$ cat config.mk
export PLATFORM = sky130hd
export DESIGN_NAME = elastic_eager_fork
export DESIGN_NICKNAME = d
export VERILOG_FILES = /design/src/rtl/elastic_eager_fork.sv
export SDC_FILE = /design/constraint.sdc
export NUM_CORES = 1
export LEC_CHECK = 0
export CAP_MARGIN = 5
export CORE_AREA = 10 10 56 80
export DETAILED_ROUTE_END_ITERATION = 10
export DIE_AREA = 0 0 66 90
export GPL_TIMING_DRIVEN = 1
export PLACE_DENSITY_LB_ADDON = 0.08
export SETUP_SLACK_MARGIN = 0.4
export SLEW_MARGIN = 20
export SYNTH_ARGS = -nofsm -noshare
export SYNTH_HDL_FRONTEND = slang
export SYNTH_SLANG_ARGS = --single-unit
$ cat constraint.sdc
create_clock -name clk -period 1.01 [get_ports clk]
set_input_delay 0.202 -clock clk [delete_from_list [all_inputs] [get_ports clk]]
set_output_delay 0.202 -clock clk [all_outputs]
set_load 0.02 [all_outputs]
$ cat src/rtl/elastic_eager_fork.sv
// rtl/elastic_eager_fork.sv - eager valid/stop fork of one producer to FORK_NUM consumers
// Optional one-entry input register selected by ELASTIC_EAGER_FORK_INPUT_REG_EN.
module elastic_eager_fork #(
    parameter int DATA_WIDTH = 32,
    parameter int FORK_NUM   = 2
) (
    input  logic                           clk,
    input  logic                           reset,
    input  logic                           valid_input,
    output logic                           stop_input,
    input  logic [DATA_WIDTH-1:0]          data_input,
    output logic [FORK_NUM-1:0]            valid_output,
    input  logic [FORK_NUM-1:0]            stop_output,
    output logic [FORK_NUM*DATA_WIDTH-1:0] data_output,
    output logic [FORK_NUM-1:0]            DEBUG_done
);

    logic                  cv;
    logic [DATA_WIDTH-1:0] cd;
    logic [FORK_NUM-1:0]   done;
    logic [FORK_NUM-1:0]   take;
    logic                  all_taken;

`ifdef ELASTIC_EAGER_FORK_INPUT_REG_EN
    logic                  full;
    logic [DATA_WIDTH-1:0] hold;

    assign cv = full;
    assign cd = hold;

    // Registered stall: refill is allowed in the same cycle the held token retires.
    assign stop_input = full && !all_taken;

    always_ff @(posedge clk) begin
        if (reset) begin
            full <= 1'b0;
        end else if (valid_input && !stop_input) begin
            full <= 1'b1;
        end else if (all_taken) begin
            full <= 1'b0;
        end
    end

    always_ff @(posedge clk) begin
        if (valid_input && !stop_input) begin
            hold <= data_input;
        end
    end
`else
    assign cv         = valid_input;
    assign cd         = data_input;
    assign stop_input = valid_input && !all_taken;
`endif

    // Branches that already took the token drop valid until it retires.
    assign valid_output = {FORK_NUM{cv}} & ~done;
    assign take         = valid_output & ~stop_output;
    assign all_taken    = &(done | take);
    assign data_output  = {FORK_NUM{cd}};
    assign DEBUG_done   = done;

    always_ff @(posedge clk) begin
        if (reset) begin
            done <= '0;
        end else if (cv && all_taken) begin
            done <= '0;
        end else begin
            done <= done | take;
        end
    end

endmodule

### Word-level counts from Yosys, hierarchy flattened

Cells that the tools add are included.

| word-level totals | value |
|---|---|
| bits of input ports | 37 |
| bits in registers | 2 |
| output and inout port bits | 69 |

| cells by class | value |
|---|---|
| bitwise gates (word level) | 5 |
| reductions and logical operators | 5 |

Operators by type and width:

| operator | number |
|---|---|
| AND 2 bit | 2 |
| NOT 2 bit | 2 |
| logical AND 1 bit | 2 |
| OR 2 bit | 1 |
| AND reduction 2 bit | 1 |
| OR reduction 2 bit | 1 |
| logical NOT 1 bit | 1 |

### Logic depth before layout (Yosys ltp)

Gate-level depths: netlist of run 1.

| depth | value |
|---|---|
| depth in word-level cells | 7 |
| mapped depth | 2 |

### Worst setup path after synthesis of run 1

OpenSTA, ideal clock, no wires.

| timing | value |
|---|---|
| path type | reg2out |
| from | register done[0] (netlist: DEBUG_done[0]) |
| to | output port stop_input |
| data arrival time | 1.045 ns |
| cell stages (with the launch flop) | 3 |
| slack | -0.237 ns |
| cell sequence | dfxtp_1 > nand2b_4 > a21boi_0 |

| on the way | value |
|---|---|
| cells in the longest elaborated chain, start to end | 7 |

RTL lines:

| item | line | RTL |
|---|---|---|
| from (decl) | 20 | `logic [FORK_NUM-1:0] done;` |
| from (signal assigned) | 68 | `done <= done \| take;` |
| NOT 2 bit | 56 | `assign valid_output = {FORK_NUM{cv}} & ~done;` |
| AND 2 bit | 56 |  |
| AND 2 bit | 57 | `assign take = valid_output & ~stop_output;` |
| OR 2 bit * | 58 | `assign all_taken = &(done \| take);` |
| AND reduction 2 bit * | 58 |  |
| logical NOT 1 bit * | 52 | `assign stop_input = valid_input && !all_taken;` |
| logical AND 1 bit * | 52 |  |
| to (decl) | 10 | `output logic stop_input,` |

Every way passes the cells marked *; elsewhere a longest branch is shown, timed or not.

### Worst setup path after layout of run 1

| timing | value |
|---|---|
| from | register done[1] (netlist: DEBUG_done[1]) |
| to | output port stop_input |

Same word-level chain as after synthesis.

==> flow_metrics.env, run 1 <==
export IMPL_status="finished with violations"
export IMPL_violations="negative setup slack"
export IMPL_numCtsBuffers=3
export IMPL_sequentialPowerShare=0.153
export IMPL_dieArea_um2=5940
export IMPL_final_cells=75
export IMPL_worst_pin_slew_ps=208
export IMPL_crit_path_end_kind="primary output"
export IMPL_antenna_left=0
export IMPL_ys_seq_area_frac=0.0656
export IMPL_power_share_combinational=0.261
export IMPL_port_buffers=9
export IMPL_diodes=0
export IMPL_mostFrequentLayoutCells="buf_6, buf_4, clkbuf_8, dlygate4sd2_1"
export IMPL_grt_pass1_vias=260
export IMPL_synth_seq_cells=2
export IMPL_maxSlewViolCount=0
export IMPL_power_share_clock=0.585
export IMPL_hold_path_class="primary input to primary output"
export IMPL_fmax_mhz=866
export IMPL_synthDistinctLibCells=8
export IMPL_core_area_um2=3100
export IMPL_antenna_found_initial=0
export IMPL_overflow=0
export IMPL_critical_path_class="register to primary output"
export IMPL_final_setup_tns_ps=-526
export IMPL_ys_warnings_count=0
export IMPL_cts_hold_buf=0
export IMPL_hold_ws_ps=404
export IMPL_grt_usage=0.0259
export IMPL_grt_use_met2=0.0291
export IMPL_slew_limit_headroom=0.861
export IMPL_ios=106
export IMPL_final_nets=73
export IMPL_p_int_w=0.000441
export IMPL_p_leak_nw=0.178
export IMPL_routed_via_density=2.43
export IMPL_rsz0062_at_grt="true"
export IMPL_switching_share=0.228
export IMPL_cts_root_buf="clkbuf_8"
export IMPL_crit_fanout=3
export IMPL_layout_setup_ws_ps=-145
export IMPL_drive_gt1_frac=0.743
export IMPL_drt_first_pass_iters=2
export IMPL_wl_um=759
export IMPL_drtIter0Drc=3
export IMPL_fin_crit_sh=1.14
export IMPL_dpl_instance_area_um2=315
export IMPL_die_x_um=66
export IMPL_p_per_area_nw_per_um2=1340
export IMPL_largest_reg_flops=2
export IMPL_finalSetupViolCount=6
export IMPL_cp_data_arrival_time_ps=950
export IMPL_postLayoutCellArea_um2=425
export IMPL_grt_pass1_wl_um=1190
export IMPL_num_vias=182
export IMPL_ir_drop_v=0.000528
export IMPL_syn_num_nets=114
export IMPL_hold_violations=0
export IMPL_required_ps=810
export IMPL_grt_met3_usage=0.0311
export IMPL_final_common_cell="buf_6"
export IMPL_min_period_ps=1160
export IMPL_top_usage_layer="met3"
export IMPL_cts_tree="done"
export IMPL_dp_cells=65
export IMPL_synth_area_um2=611
export IMPL_use_met1=0.0204
export IMPL_clock_sinks=2
export IMPL_initial_utilization=0.197
export IMPL_clk_pin_slew_ps=30
export IMPL_drc=0
export IMPL_cts_buffer_depth=2
export IMPL_maxCapViolCount=0
export IMPL_crit_chain="nand2b_4, a21boi_4, buf_6"
export IMPL_h_tree_depth=1
export IMPL_die_y_um=90
export IMPL_startpoint_type="register"
export IMPL_grt_max_degree=7
export IMPL_wl_per_cell_um=10.1
export IMPL_finalPower_w=0.000571
export IMPL_power_switching_w=0.000130
export IMPL_gp_congestion=0.613
export IMPL_fin_skew_ps=4.79
export IMPL_cp_slowest_cell="dfxtp_2"
export IMPL_num_rows=25
export IMPL_synthToLayoutAreaGrowth_pct=-30.3
export IMPL_syn_avg_cell_area_um2=7.93
export IMPL_max_stage_delay_ps=320
export IMPL_netlist_instances=77
export IMPL_clk_insertion_delay_late_ps=210
==> critical path, delay by kind of cell (launching register included) <==
family / cells / cell delay (ps)
buffers and inverters: 1 / 130
and+or+nand+nor: 1 / 150
AOI/OAI and AO/OA: 1 / 150
DFF: 1 / 320
==> synth_stat cells <==
cell / n / area, µm²
a21boi_0: 1 / 7.51
inv_1: 2 / 7.51
and2b_2: 2 / 17.5
a221oi_1: 2 / 17.5
nand2b_1: 2 / 12.5
nand2b_4: 2 / 27.5
buf_4: 64 / 480
dfxtp_1: 2 / 40.0
==> logic make-up (layout without fill, tap and decap cells) <==
family	after synthesis	in the layout	share of synthesized area
buf+inv	66	24	0.799
flops	2	2	0.0656
compound gates	3	3	0.0410
simple gates	6	6	0.0943
==> final timing paths <==
kind | startpoint | to | depth (start not counted) | slack [ps]
worst min-delay path | data_input[6] | data_output[38] | 0 | 400
worst max register to register | DEBUG_done[0]$_SDFF_PP0_ | DEBUG_done[1]$_SDFF_PP0_ | 4 | -60
worst min register to register | DEBUG_done[1]$_SDFF_PP0_ | DEBUG_done[1]$_SDFF_PP0_ | 4 | 700
worst max-delay path | DEBUG_done[1]$_SDFF_PP0_ | stop_input | 3 | -150
==> layout make-up <==
type | count | area (µm²)
multi-input cells | 9 | 106
repair buffers | 18 | 171
fillers | 356 | 2670
well taps | 40 | 50.0
clock buffers | 4 | 45.0
inverters | 2 | 7.51
flip-flops and latches | 2 | 45.0
==> per-layer routing <==
layer	part of all wire	wire length, µm
met1	0.28	211
met2	0.43	323
met3	0.28	216
met4	0.011	8
met5	0	0
==> per-stage QoR <==
stage,worst slack [ps],util
floorplan,101,-
CTS,-159,0.125
global route,-182,0.137
global placement,-770,0.102
detailed placement,-779,0.102
finish,-145,0.137
==> power by group through the flow <==
stage               clock, W  combinational [W]  sequential, W
floorplan                  0           0.000418      0.0000941
global placement           0           0.000120      0.0000892
detailed placement         0           0.000118      0.0000891
CTS                 0.000346           0.000133      0.0000881
global route        0.000351           0.000160      0.0000882
finish              0.000334           0.000149      0.0000877
==> repair_timing <==
action                                  in CTS  in global routing
pin swaps                                    0                  2
gates resized for setup                     35                  2
hold endpoints to repair                     0                  0
endpoints found under the setup margin       7                  7
buffers inserted                             2                  4
No activity file was read; power rests on OpenSTA's default activity.
==> run 2: changes to the inputs <==
- clock period: 1.01 -> 1.2 ns (I/O delays scaled with it)
==> flow_metrics.env, run 2 (synthesis results as in run 1) <==
export IMPL_postLayoutCellArea_um2=425
export IMPL_fin_crit_sh=0.994
export IMPL_routed_via_density=2.43
export IMPL_maxSlewViolCount=0
export IMPL_min_to="DEBUG_done[0]$_SDFF_PP0_"
export IMPL_initial_utilization=0.197
export IMPL_required_ps=960
export IMPL_power_share_clock=0.585
export IMPL_wl_um=759
export IMPL_status="finished, final reports clean"
export IMPL_rrSetupSlack_ps=130
export IMPL_drive_gt1_frac=0.743
export IMPL_numCtsBuffers=3
export IMPL_largest_reg_flops=2
export IMPL_num_rows=25
export IMPL_fin_skew_ps=4.79
export IMPL_p_per_area_nw_per_um2=1130
export IMPL_mostFrequentLayoutCells="buf_6, buf_4, clkbuf_8, dlygate4sd2_1"
export IMPL_rsz0062_at_grt="true"
export IMPL_fill_cells=356
export IMPL_use_met1=0.0204
export IMPL_worst_pin_slew_ps=208
export IMPL_ir_drop_v=0.000445
export IMPL_cts_root_buf="clkbuf_8"
export IMPL_clk_pin_slew_ps=30
export IMPL_startpoint_type="register"
export IMPL_p_leak_nw=0.178
export IMPL_ios=106
export IMPL_h_tree_depth=1
export IMPL_final_common_cell="buf_6"
export IMPL_grt_pass1_vias=260
export IMPL_die_x_um=66
export IMPL_wl_per_cell_um=10.1
export IMPL_cts_tree="done"
export IMPL_seqCellArea_um2=45.0
export IMPL_hold_path_class="primary input to register"
export IMPL_multi_input_area_um2=106
export IMPL_grt_usage=0.0259
export IMPL_fmax_mhz=838
export IMPL_top_usage_layer="met3"
export IMPL_final_nets=73
export IMPL_antenna_found_initial=0
export IMPL_drtIter0Drc=3
export IMPL_gp_congestion=0.610
export IMPL_dieArea_um2=5940
export IMPL_sequentialPowerShare=0.153
export IMPL_max_stage_delay_ps=320
export IMPL_p_int_w=0.000371
export IMPL_power_switching_w=0.000109
export IMPL_hold_violations=0
export IMPL_diodes=0
export IMPL_crit_path_end_kind="primary output"
export IMPL_num_vias=182
export IMPL_slew_limit_headroom=0.861
export IMPL_dpl_instance_area_um2=315
export IMPL_die_y_um=90
export IMPL_synthToLayoutAreaGrowth_pct=-30.3
export IMPL_finalSetupViolCount=0
export IMPL_antenna_left=0
export IMPL_clk_insertion_delay_late_ps=210
export IMPL_grt_pass1_wl_um=1190
export IMPL_port_buffers=9
export IMPL_clock_sinks=2
export IMPL_min_delay_start="valid_input"
export IMPL_drt_first_pass_iters=2
export IMPL_core_area_um2=3100
export IMPL_grt_met3_usage=0.0311
export IMPL_cts_buffer_depth=2
export IMPL_crit_chain="nand2b_4, a21boi_4, buf_6"
export IMPL_hold_depth=2
export IMPL_grt_max_degree=7
export IMPL_maxCapViolCount=0
export IMPL_cp_slowest_cell="dfxtp_2"
export IMPL_cts_hold_buf=0
export IMPL_power_share_combinational=0.261
export IMPL_worst_r2r_cell_count=4
export IMPL_finalPower_w=0.000481
export IMPL_rr_endpoint="DEBUG_done[1]$_SDFF_PP0_"
export IMPL_r2r_start="DEBUG_done[0]$_SDFF_PP0_"
export IMPL_overflow=0
export IMPL_cp_data_arrival_time_ps=950
export IMPL_grt_use_met2=0.0291
export IMPL_switching_share=0.228
export IMPL_critical_path_class="register to primary output"
export IMPL_drc=0
export IMPL_crit_fanout=3
export IMPL_min_period_ps=1190
-- run 2: cell counts in the layout (fill, tap and decap cells not counted) --
Identical to the previous run, type by type.
-- run 2: power groups by stage --
stage	clock, W	combinational [W]	sequential, W
floorplan	0	0.000351	0.0000792
global placement	0	0.000101	0.0000751
detailed placement	0	0.0000994	0.0000750
CTS	0.000291	0.000112	0.0000742
global route	0.000296	0.000135	0.0000742
finish	0.000281	0.000126	0.0000738
-- run 2: worst max-delay path, delay by kind of cell (launching register included) --
kind | cells | cell delay [ps]
AND/OR/NAND/NOR | 1 | 150
AO/OA/AOI/OAI | 1 | 150
buffers and inverters | 1 | 130
flip-flops | 1 | 320
-- run 2: what timing repair did --
action                     in CTS  in global routing
gates resized for setup        35                  2
cloned                          0                  0
buffers inserted                2                  4
setup endpoints to repair       7                  7
pin swaps                       0                  2
-- run 2: how the worst max path moves through the flow --
| stage | startpoint | end | cells after the start |
|---|---|---|---|
| 5_1_grt | DEBUG_done[1]$_SDFF_PP0_ | stop_input | 3 |
| 4_1_cts | DEBUG_done[1]$_SDFF_PP0_ | stop_input | 3 |
| 6_report | DEBUG_done[1]$_SDFF_PP0_ | stop_input | 3 |
| 3_5_place_dp | stop_output[1] | stop_input | 4 |
| 2_1_floorplan | DEBUG_done[1]$_SDFF_PP0_ | stop_input | 2 |
| 3_3_place_gp | valid_input | stop_input | 3 |
-- run 2: cell type report --
type                    instances  area share
clock buffers                   4       0.106
inverters                       2      0.0176
multi-input cells               9       0.250
flip-flops and latches          2       0.106
well taps                      40       0.118
repair buffers                 18       0.403
-- run 2: routing by layer --
metal,wire (µm),share of wire,up-vias
li1,-,-,88
met3,216,0.28,4
met2,323,0.43,18
met4,8,0.011,0
met5,0,0,-
met1,211,0.28,72
-- run 2: per-stage QoR --
stage          setup slack (ps)   util  std cells  TNS (ps)  hold WS, ps
2_1_floorplan               253      -         77         0          299
3_3_place_gp               -656  0.102         65     -2210          480
3_5_place_dp               -665  0.102         65     -2160          480
4_1_cts                   -6.95  0.125         71     -6.95          470
5_1_grt                   -29.8  0.137         75     -29.8          480
6_report                   6.91  0.137         75         0          479
==> run 3: changes to the inputs <==
- ABC_AREA: not set -> 1
- CAP_MARGIN: 5 -> not set
- CORE_AREA: 10 10 56 80 -> 10 10 55 79
- DIE_AREA: 0 0 66 90 -> 0 0 65 89
==> flow_metrics.env, run 3 <==
export IMPL_hold_path_class="primary input to register"
export IMPL_wl_um=802
export IMPL_synthMuxAreaShare=0
export IMPL_overflow=0
export IMPL_fin_skew_ps=6.82
export IMPL_antenna_found_initial=0
export IMPL_startpoint_type="register"
export IMPL_clk_pin_slew_ps=30
export IMPL_slew_limit_headroom=0.912
export IMPL_dp_hpwl_um=612
export IMPL_wl_per_cell_um=9.90
export IMPL_finalSetupViolCount=0
export IMPL_dpl_instance_area_um2=303
export IMPL_max_stage_delay_ps=350
export IMPL_synth_simple_gate_area_frac=0.0692
export IMPL_drive_gt1_frac=0.732
export IMPL_netlist_top_cells_count="buf_4, inv_1, nand2_1, nor2_1, dfxtp_1"
export IMPL_mostFrequentLayoutCells="buf_6, buf_4, inv_1, clkbuf_8"
export IMPL_syn_avg_cell_area_um2=7.02
export IMPL_ys_warnings_count=0
export IMPL_cp_data_arrival_time_ps=920
export IMPL_h_tree_depth=1
export IMPL_synth_area_leaders="buf_4, dfxtp_1, inv_1, nand2_1, nor2_1"
export IMPL_grt_usage=0.0305
export IMPL_diodes=0
export IMPL_cts_root_buf="clkbuf_8"
export IMPL_async_flop_share=0
export IMPL_dp_cells=73
export IMPL_grt_pass1_wl_um=1260
export IMPL_crit_path_end_kind="primary output"
export IMPL_maxCapViolCount=0
export IMPL_synth_edf_count=0
export IMPL_largest_reg_flops=2
export IMPL_grt_max_degree=5
export IMPL_min_period_ps=1160
export IMPL_synth_compound_area_share=0.00839
export IMPL_power_share_clock=0.563
export IMPL_die_x_um=65
export IMPL_switching_share=0.251
export IMPL_layout_setup_ws_ps=36.4
export IMPL_hold_ws_ps=401
export IMPL_ir_drop_v=0.000272
export IMPL_core_area_um2=3030
export IMPL_sequentialPowerShare=0.159
export IMPL_hold_violations=0
export IMPL_clk_insertion_delay_late_ps=210
export IMPL_drc=0
export IMPL_num_vias=209
export IMPL_synthDistinctLibCells=8
export IMPL_die_y_um=89
export IMPL_worst_pin_slew_ps=132
export IMPL_synth_top_area_frac=0.805
export IMPL_place_ws_ps=-714
export IMPL_gp_congestion=0.547
export IMPL_maxSlewViolCount=0
export IMPL_synth_top_cell_by_area="buf_4"
export IMPL_synth_xor_area_share=0
export IMPL_synth_fa_ha_area_frac=0
export IMPL_initial_utilization=0.197
export IMPL_synth_ff_type="dfxtp_1"
export IMPL_multi_input_area_um2=92.6
export IMPL_num_rows=25
export IMPL_cp_slowest_cell="dfxtp_4"
export IMPL_port_buffers=9
export IMPL_rsz0062_at_grt="true"
export IMPL_grt_pass1_vias=260
export IMPL_dieArea_um2=5790
export IMPL_power_switching_w=0.000124
export IMPL_fill_cells=363
export IMPL_antenna_left=0
export IMPL_cts_tree="done"
export IMPL_fmax_mhz=859
export IMPL_p_per_area_nw_per_um2=1200
export IMPL_netlist_instances=85
export IMPL_critical_path_class="register to primary output"
export IMPL_p_int_w=0.000371
export IMPL_drtIter0Drc=1
export IMPL_p_leak_nw=0.193
export IMPL_required_ps=960
export IMPL_crit_chain="inv_4, nand2_4, a21oi_4, buf_6"
export IMPL_ios=106
export IMPL_crit_fanout=3
export IMPL_final_nets=79
export IMPL_final_cells=81
export IMPL_postLayoutCellArea_um2=413
export IMPL_ys_seq_area_frac=0.0671
export IMPL_synth_top_family_by_area="buffers and inverters"
export IMPL_fin_crit_sh=0.970
export IMPL_cts_hold_buf=0
export IMPL_syn_num_nets=122
export IMPL_synth_area_um2=597
export IMPL_synthToLayoutAreaGrowth_pct=-30.8
export IMPL_drt_first_pass_iters=2
export IMPL_cts_buffer_depth=2
export IMPL_seqCellArea_um2=47.5
export IMPL_routed_via_density=2.58
export IMPL_synth_seq_cells=2
export IMPL_numCtsBuffers=3
export IMPL_power_share_combinational=0.278
export IMPL_clock_sinks=2
export IMPL_final_setup_tns_ps=0
export IMPL_yosysMostFrequentCell="buf_4"
export IMPL_status="finished, final reports clean"
## run 3: per-layer routing
metal  global-route usage  share of wire  up-vias
met5                    0              0        -
met4               0.0391          0.031        0
met3               0.0364           0.20       12
met2               0.0378           0.43       16
met1               0.0206           0.33       83
li1                     -              -       98
## run 3: logic make-up after synthesis
logic type | count (synthesis)
buf+inv | 72
simple gates | 10
flops | 2
compound gates | 1
## run 3: worst paths after layout
path                                          startpoint                  endpoint  slack, ps  cells past startpoint
worst max register to register  DEBUG_done[1]$_SDFF_PP0_  DEBUG_done[0]$_SDFF_PP0_        120                      8
worst min-delay path                         valid_input  DEBUG_done[1]$_SDFF_PP0_        400                      4
worst max-delay path            DEBUG_done[1]$_SDFF_PP0_                stop_input         40                      4
worst min register to register  DEBUG_done[0]$_SDFF_PP0_  DEBUG_done[0]$_SDFF_PP0_        800                      6
## run 3: layout make-up
class | count | area share
well taps | 40 | 0.121
flip-flops and latches | 2 | 0.115
repair buffers | 16 | 0.352
clock buffers | 4 | 0.109
inverters | 8 | 0.0788
multi-input cells | 11 | 0.224
## run 3: per-stage QoR
step	utilization	total power [W]
floorplan	-	0.000437
global placement	0.0998	0.000189
detailed placement	0.0998	0.000186
CTS	0.123	0.000494
global route	0.136	0.000532
finish	0.136	0.000495
## run 3: what timing repair did
action / 4_1_cts / 5_1_grt
pin swaps: 5 / 5
gates cloned: 0 / 0
gates resized for setup: 40 / 9
buffers inserted: 3 / 1
endpoints found under the setup margin: 7 / 7
## run 3: worst max-delay path: cells and delay by family (launching register included)
kind	cells	cell delay (ps)
and+or+nand+nor	1	50
AOI/OAI and AO/OA	1	140
DFF	1	350
buffers and inverters	2	180
## run 3: power by group through the flow
stage	clock, W	sequential [W]	combinational [W]
after detailed placement	0	0.0000782	0.000108
after floorplan	0	0.0000827	0.000354
after global routing	0.000302	0.0000800	0.000150
final	0.000279	0.0000785	0.000138
after CTS	0.000292	0.0000793	0.000123
after global placement	0	0.0000782	0.000111
==> patch 1, RTL diff (settings of run 2) <==
`DATA_WIDTH`: 32 -> 64.
--- a/src/rtl/elastic_eager_fork.sv
+++ b/src/rtl/elastic_eager_fork.sv
@@ -2,5 +2,5 @@
 // Optional one-entry input register selected by ELASTIC_EAGER_FORK_INPUT_REG_EN.
 module elastic_eager_fork #(
-    parameter int DATA_WIDTH = 32,
+    parameter int DATA_WIDTH = 64,
     parameter int FORK_NUM   = 2
 ) (
Ports: changed (resized data_input and data_output); port bits go from 106 to 202. The function was not compared with the original's and may differ.
==> patch 1 against run 2 <==
  * Setup slack got worse by 5.3 ps
  * Wire length rose by 130%
  * Area after synthesis rose by 79%
  * Critical path depth did not move
  * Combinational power fell by 7%
  * Critical path type unchanged
  * Final area fell by 5.3%
  * Power fell by 1.9%
  * Highest routed layer unchanged
  * Sequential cell count did not move
==> patch 1: results (changes against run 2) <==
[synth]
syn-instance-count = 141  ; was 77
synth-seq-area-share_pct = 3.67  ; was 6.56%
yosys-top-cells-area = buf_4 (88%), dfxtp_1 (3.7%), nand2b_4 (2.5%)  ; was buf_4 (79%), dfxtp_1 (6.6%), nand2b_4 (4.5%)
syn_nets = 210  ; was 114
synthArstFlopShare_pct = 0  ; unchanged

[worst_setup_path]
r2r_end = DEBUG_done[0]  ; was DEBUG_done[1]
path_delay_family = flip-flops  ; unchanged
worst_r2r_path_depth = 4  ; unchanged
r2r_slack_ps = 160  ; was 130 ps

[drt]
drtIter0Drc = 0  ; was 3
m1WireLength_um = 253  ; was 211 µm
dr.pass1.iters = 1  ; was 2
wl_met3_um = 542  ; was 216 µm
vias_per_cell = 4.18  ; was 2.43
vias = 305  ; was 182
wl_per_cell_um = 23.8  ; was 10.1 µm
route.met2.wl_um = 545  ; was 323 µm

[global_routing]
grt_util_met3_pct = 7.45  ; was 3.11%
grt_pass1_vias = 359  ; was 260

[outcome]
status = finished, final reports clean  ; unchanged

[placement]
dp_cells = 67  ; was 65
postPlaceCellArea_um2 = 330  ; was 315 µm²
dp_slack_ps = -663  ; was -665 ps

[layout]
nFillCells = 347  ; was 356

[pwr]
p_leak_nw = 0.165  ; was 0.178 nW
peakVddDrop_mv = 0.232  ; was 0.445 mV

[sta]
holdWs_ps = 480  ; was 479 ps
worst_pin_slew_ps = 201  ; was 208 ps
skew_ps = 3.04  ; was 4.79 ps

[worst_hold_path]
whs_endpoint = data_output[34]  ; was DEBUG_done[0]
hold_path_class = input port to output port  ; was input port to flip-flop
hold_depth = 0  ; was 2

## patch 1: cell types whose count changed after synthesis, sizes merged
cell,change
buf,+64
## patch 1: report_power, final
part	leakage [nW]	switching [mW]	internal, mW
clock	0.0228	0.0551	0.225
sequential	0.0175	0.00407	0.0706
combinational	0.125	0.0489	0.0677
total	0.165	0.108	0.364
## patch 1: cell type report
class | count | area (µm²) | area share, %
multi-input cells | 9 | 106 | 26.4
well taps | 40 | 50.0 | 12.4
inverters | 2 | 7.51 | 1.86
repair buffers | 16 | 149 | 37.0
flip-flops and latches | 2 | 45.0 | 11.2
clock buffers | 4 | 45.0 | 11.2
## patch 1: kinds of logic (layout without fill, tap and decap cells)
group | count (synthesis) | count (layout) | share of synthesized area, %
buffers and inverters | 130 | 22 | 88.8
AND/OR/NAND/NOR | 6 | 6 | 5.28
AO/OA/AOI/OAI | 3 | 3 | 2.29
flip-flops | 2 | 2 | 3.67
==> patch 2, RTL diff (config.mk and constraints of run 2) <==
Made on the original files. Add an input register stage for `stop_output`, cleared by the reset; this delays it by one clock. The other inputs are not delayed to match.
--- a/src/rtl/elastic_eager_fork.sv
+++ b/src/rtl/elastic_eager_fork.sv
@@ -15,4 +15,14 @@
     output logic [FORK_NUM-1:0]            DEBUG_done
 );
+
+    logic [FORK_NUM-1:0] stop_output_q;
+
+    always_ff @(posedge clk) begin
+        if (reset) begin
+            stop_output_q <= '0;
+        end else begin
+            stop_output_q <= stop_output;
+        end
+    end
 
     logic                  cv;
@@ -55,5 +65,5 @@
     // Branches that already took the token drop valid until it retires.
     assign valid_output = {FORK_NUM{cv}} & ~done;
-    assign take         = valid_output & ~stop_output;
+    assign take         = valid_output & ~stop_output_q;
     assign all_taken    = &(done | take);
     assign data_output  = {FORK_NUM{cd}};
Behaviour: not the same (Yosys sat finds a counterexample within 4 cycles, from zero or initial values and one cycle with reset high).
==> patch 2 against run 2 <==
  * Area after synthesis up 8.6%
  * Sequential power up 100%
  * Setup slack worse by 1.1 ps
  * Critical path type unchanged
  * Final area up 6.8%
  * Synthesized cell count up 5.2%
  * Power up 15%
  * Clock power up 5%
  * Clock skew down 1.0 ps
  * Utilization up 0.93 points
  * Via count up 20%
  * Sequential share of layout area up 8.1 points
  * Sequential cell count up 2
  * Wire length down 3.7%
  * Highest routed layer unchanged
  * Die area unchanged
==> patch 2: results (changes against run 2) <==
[worst_hold_path]
hold_path_class = input port to flip-flop  ; unchanged
whs_endpoint = DEBUG_done[1]  ; was DEBUG_done[0]
hp-start = reset  ; was valid_input

[placement]
gp_congestion = 0.590  ; was 0.610
postPlaceCellArea_um2 = 375  ; was 315 µm²
dp_cells = 70  ; was 65
dp_hpwl_um = 579
dp_slack_ps = -629  ; was -665 ps

[pwr]
p_per_area_nw_per_um2 = 1220  ; was 1130 nW/µm²
p_leak_nw = 0.190  ; was 0.178 nW
peakVddDrop_mv = 0.319  ; was 0.445 mV
combinationalPower_mw = 0.111  ; was 0.126 mW
power_switching_mw = 0.116  ; was 0.109 mW
p_seq_share_pct = 26.7  ; was 15.3%

[synth]
synth_top_area_share_pct = 72.5  ; was 78.7%
synthTopCellsByCount = buf_4 (64), dfxtp_1 (4)
yosysWarnings = 0  ; unchanged
synth-seq-area-share_pct = 12.1  ; was 6.56%
synthArstFlopShare_pct = 0  ; unchanged
synth_cell_types = 9  ; was 8
syn_nets = 118  ; was 114
syn-mean-instance-area_um2 = 8.19  ; was 7.93 µm²
yosys-top-cells-area = buf_4 (72%), dfxtp_1 (12%), nand2b_4 (4.2%)  ; was buf_4 (79%), dfxtp_1 (6.6%), nand2b_4 (4.5%)

[layout]
stdcell_count = 77  ; was 75
nFillCells = 351  ; was 356
final_nets = 75  ; was 73
drive_above_1_share_pct = 62.2  ; was 74.3%
seq_area_um2 = 85.1  ; was 45.0 µm²

[worst_setup_path]
crit-reg2reg-launch = DEBUG_done[0]  ; unchanged
crit_path_max_fanout = 3  ; unchanged
r2r_end = DEBUG_done[1]  ; unchanged
r2r_slack_ps = 40  ; was 130 ps
worst_r2r_path_depth = 5  ; was 4
cp_slowest_stage_delay_ps = 330
path_delay_family = flip-flops  ; unchanged
slowest_stage = dfxtp_4  ; was dfxtp_2

[clocking]
cts.repair.resized = 31  ; was 35
cts_root_buf = clkbuf_8  ; unchanged

[global_routing]
grt_start_max_net_pins = 6  ; was 7
grt_usage_pct = 2.37  ; was 2.59%
grt_pass1_vias = 261  ; was 260
grt_pass1_wl_um = 1060  ; was 1190 µm

[outcome]
status = finished, final reports clean  ; unchanged

[drt]
vias = 219  ; was 182
drtIter0Drc = 5  ; was 3
wl_per_cell_um = 9.49  ; was 10.1 µm
dr.pass1.iters = 2  ; unchanged
detail-route-antenna-nets = 0  ; unchanged

[sta]
slew_headroom_pct = 84.6  ; was 86.1%
skew_ps = 3.76  ; was 4.79 ps
worst_slack_ps = 5.84  ; was 6.91 ps

patch 2: changes by cell type after synthesis:
cell | run 2 | this run
dfxtp_1 | 2 | 4
nor2b_1 | 0 | 2
patch 2: kinds of logic after synthesis:
| kind of cell | after synthesis | synth area share [%] |
|---|---|---|
| AOI/OAI and AO/OA | 3 | 3.77 |
| buffers and inverters | 66 | 73.6 |
| DFF | 4 | 12.1 |
| and+or+nand+nor | 8 | 10.6 |
patch 2: cell type report:
type                       count  share of cell area (%)
clock buffer                   4                    9.92
timing repair buffer          16                    33.9
multi-input combinational     11                    24.8
tap                           40                    11.0
sequential                     4                    18.7
inverter                       2                    1.65
patch 2: through the flow:
stage / TNS, ps / hold WS, ps
3_3_place_gp: -2000 / 477
6_report: 0 / 306
5_1_grt: -34.1 / 342
3_5_place_dp: -2110 / 480
2_1_floorplan: 0 / 299
4_1_cts: -9.29 / 480
patch 2: metal layers:
layer / vias up / global-route usage [%] / share of wire [%]
li1: 97 / - / -
met3: 6 / 2.61 / 21
met5: - / 0 / 0
met4: 0 / 3.51 / 4.0
met2: 18 / 2.02 / 31
met1: 98 / 2.25 / 44
patch 2: worst max path at each step:
stage / startpoint / end / slack, ps / cells after the start
global placement: valid_input / stop_input / -610 / 3
finish: DEBUG_done[0] / stop_input / 6 / 3
floorplan: DEBUG_done[1] / stop_input / 250 / 2
global route: DEBUG_done[1] / stop_input / -30 / 3
CTS: DEBUG_done[0] / stop_input / -9 / 3
detailed placement: valid_input / stop_input / -630 / 3
patch 2: worst register-to-register path, delay by kind of cell, from the launching register on:
kind	cells	cell delay, ps
buffers and inverters	3	350
AO/OA/AOI/OAI	1	240
flip-flops	1	330
AND/OR/NAND/NOR	1	150
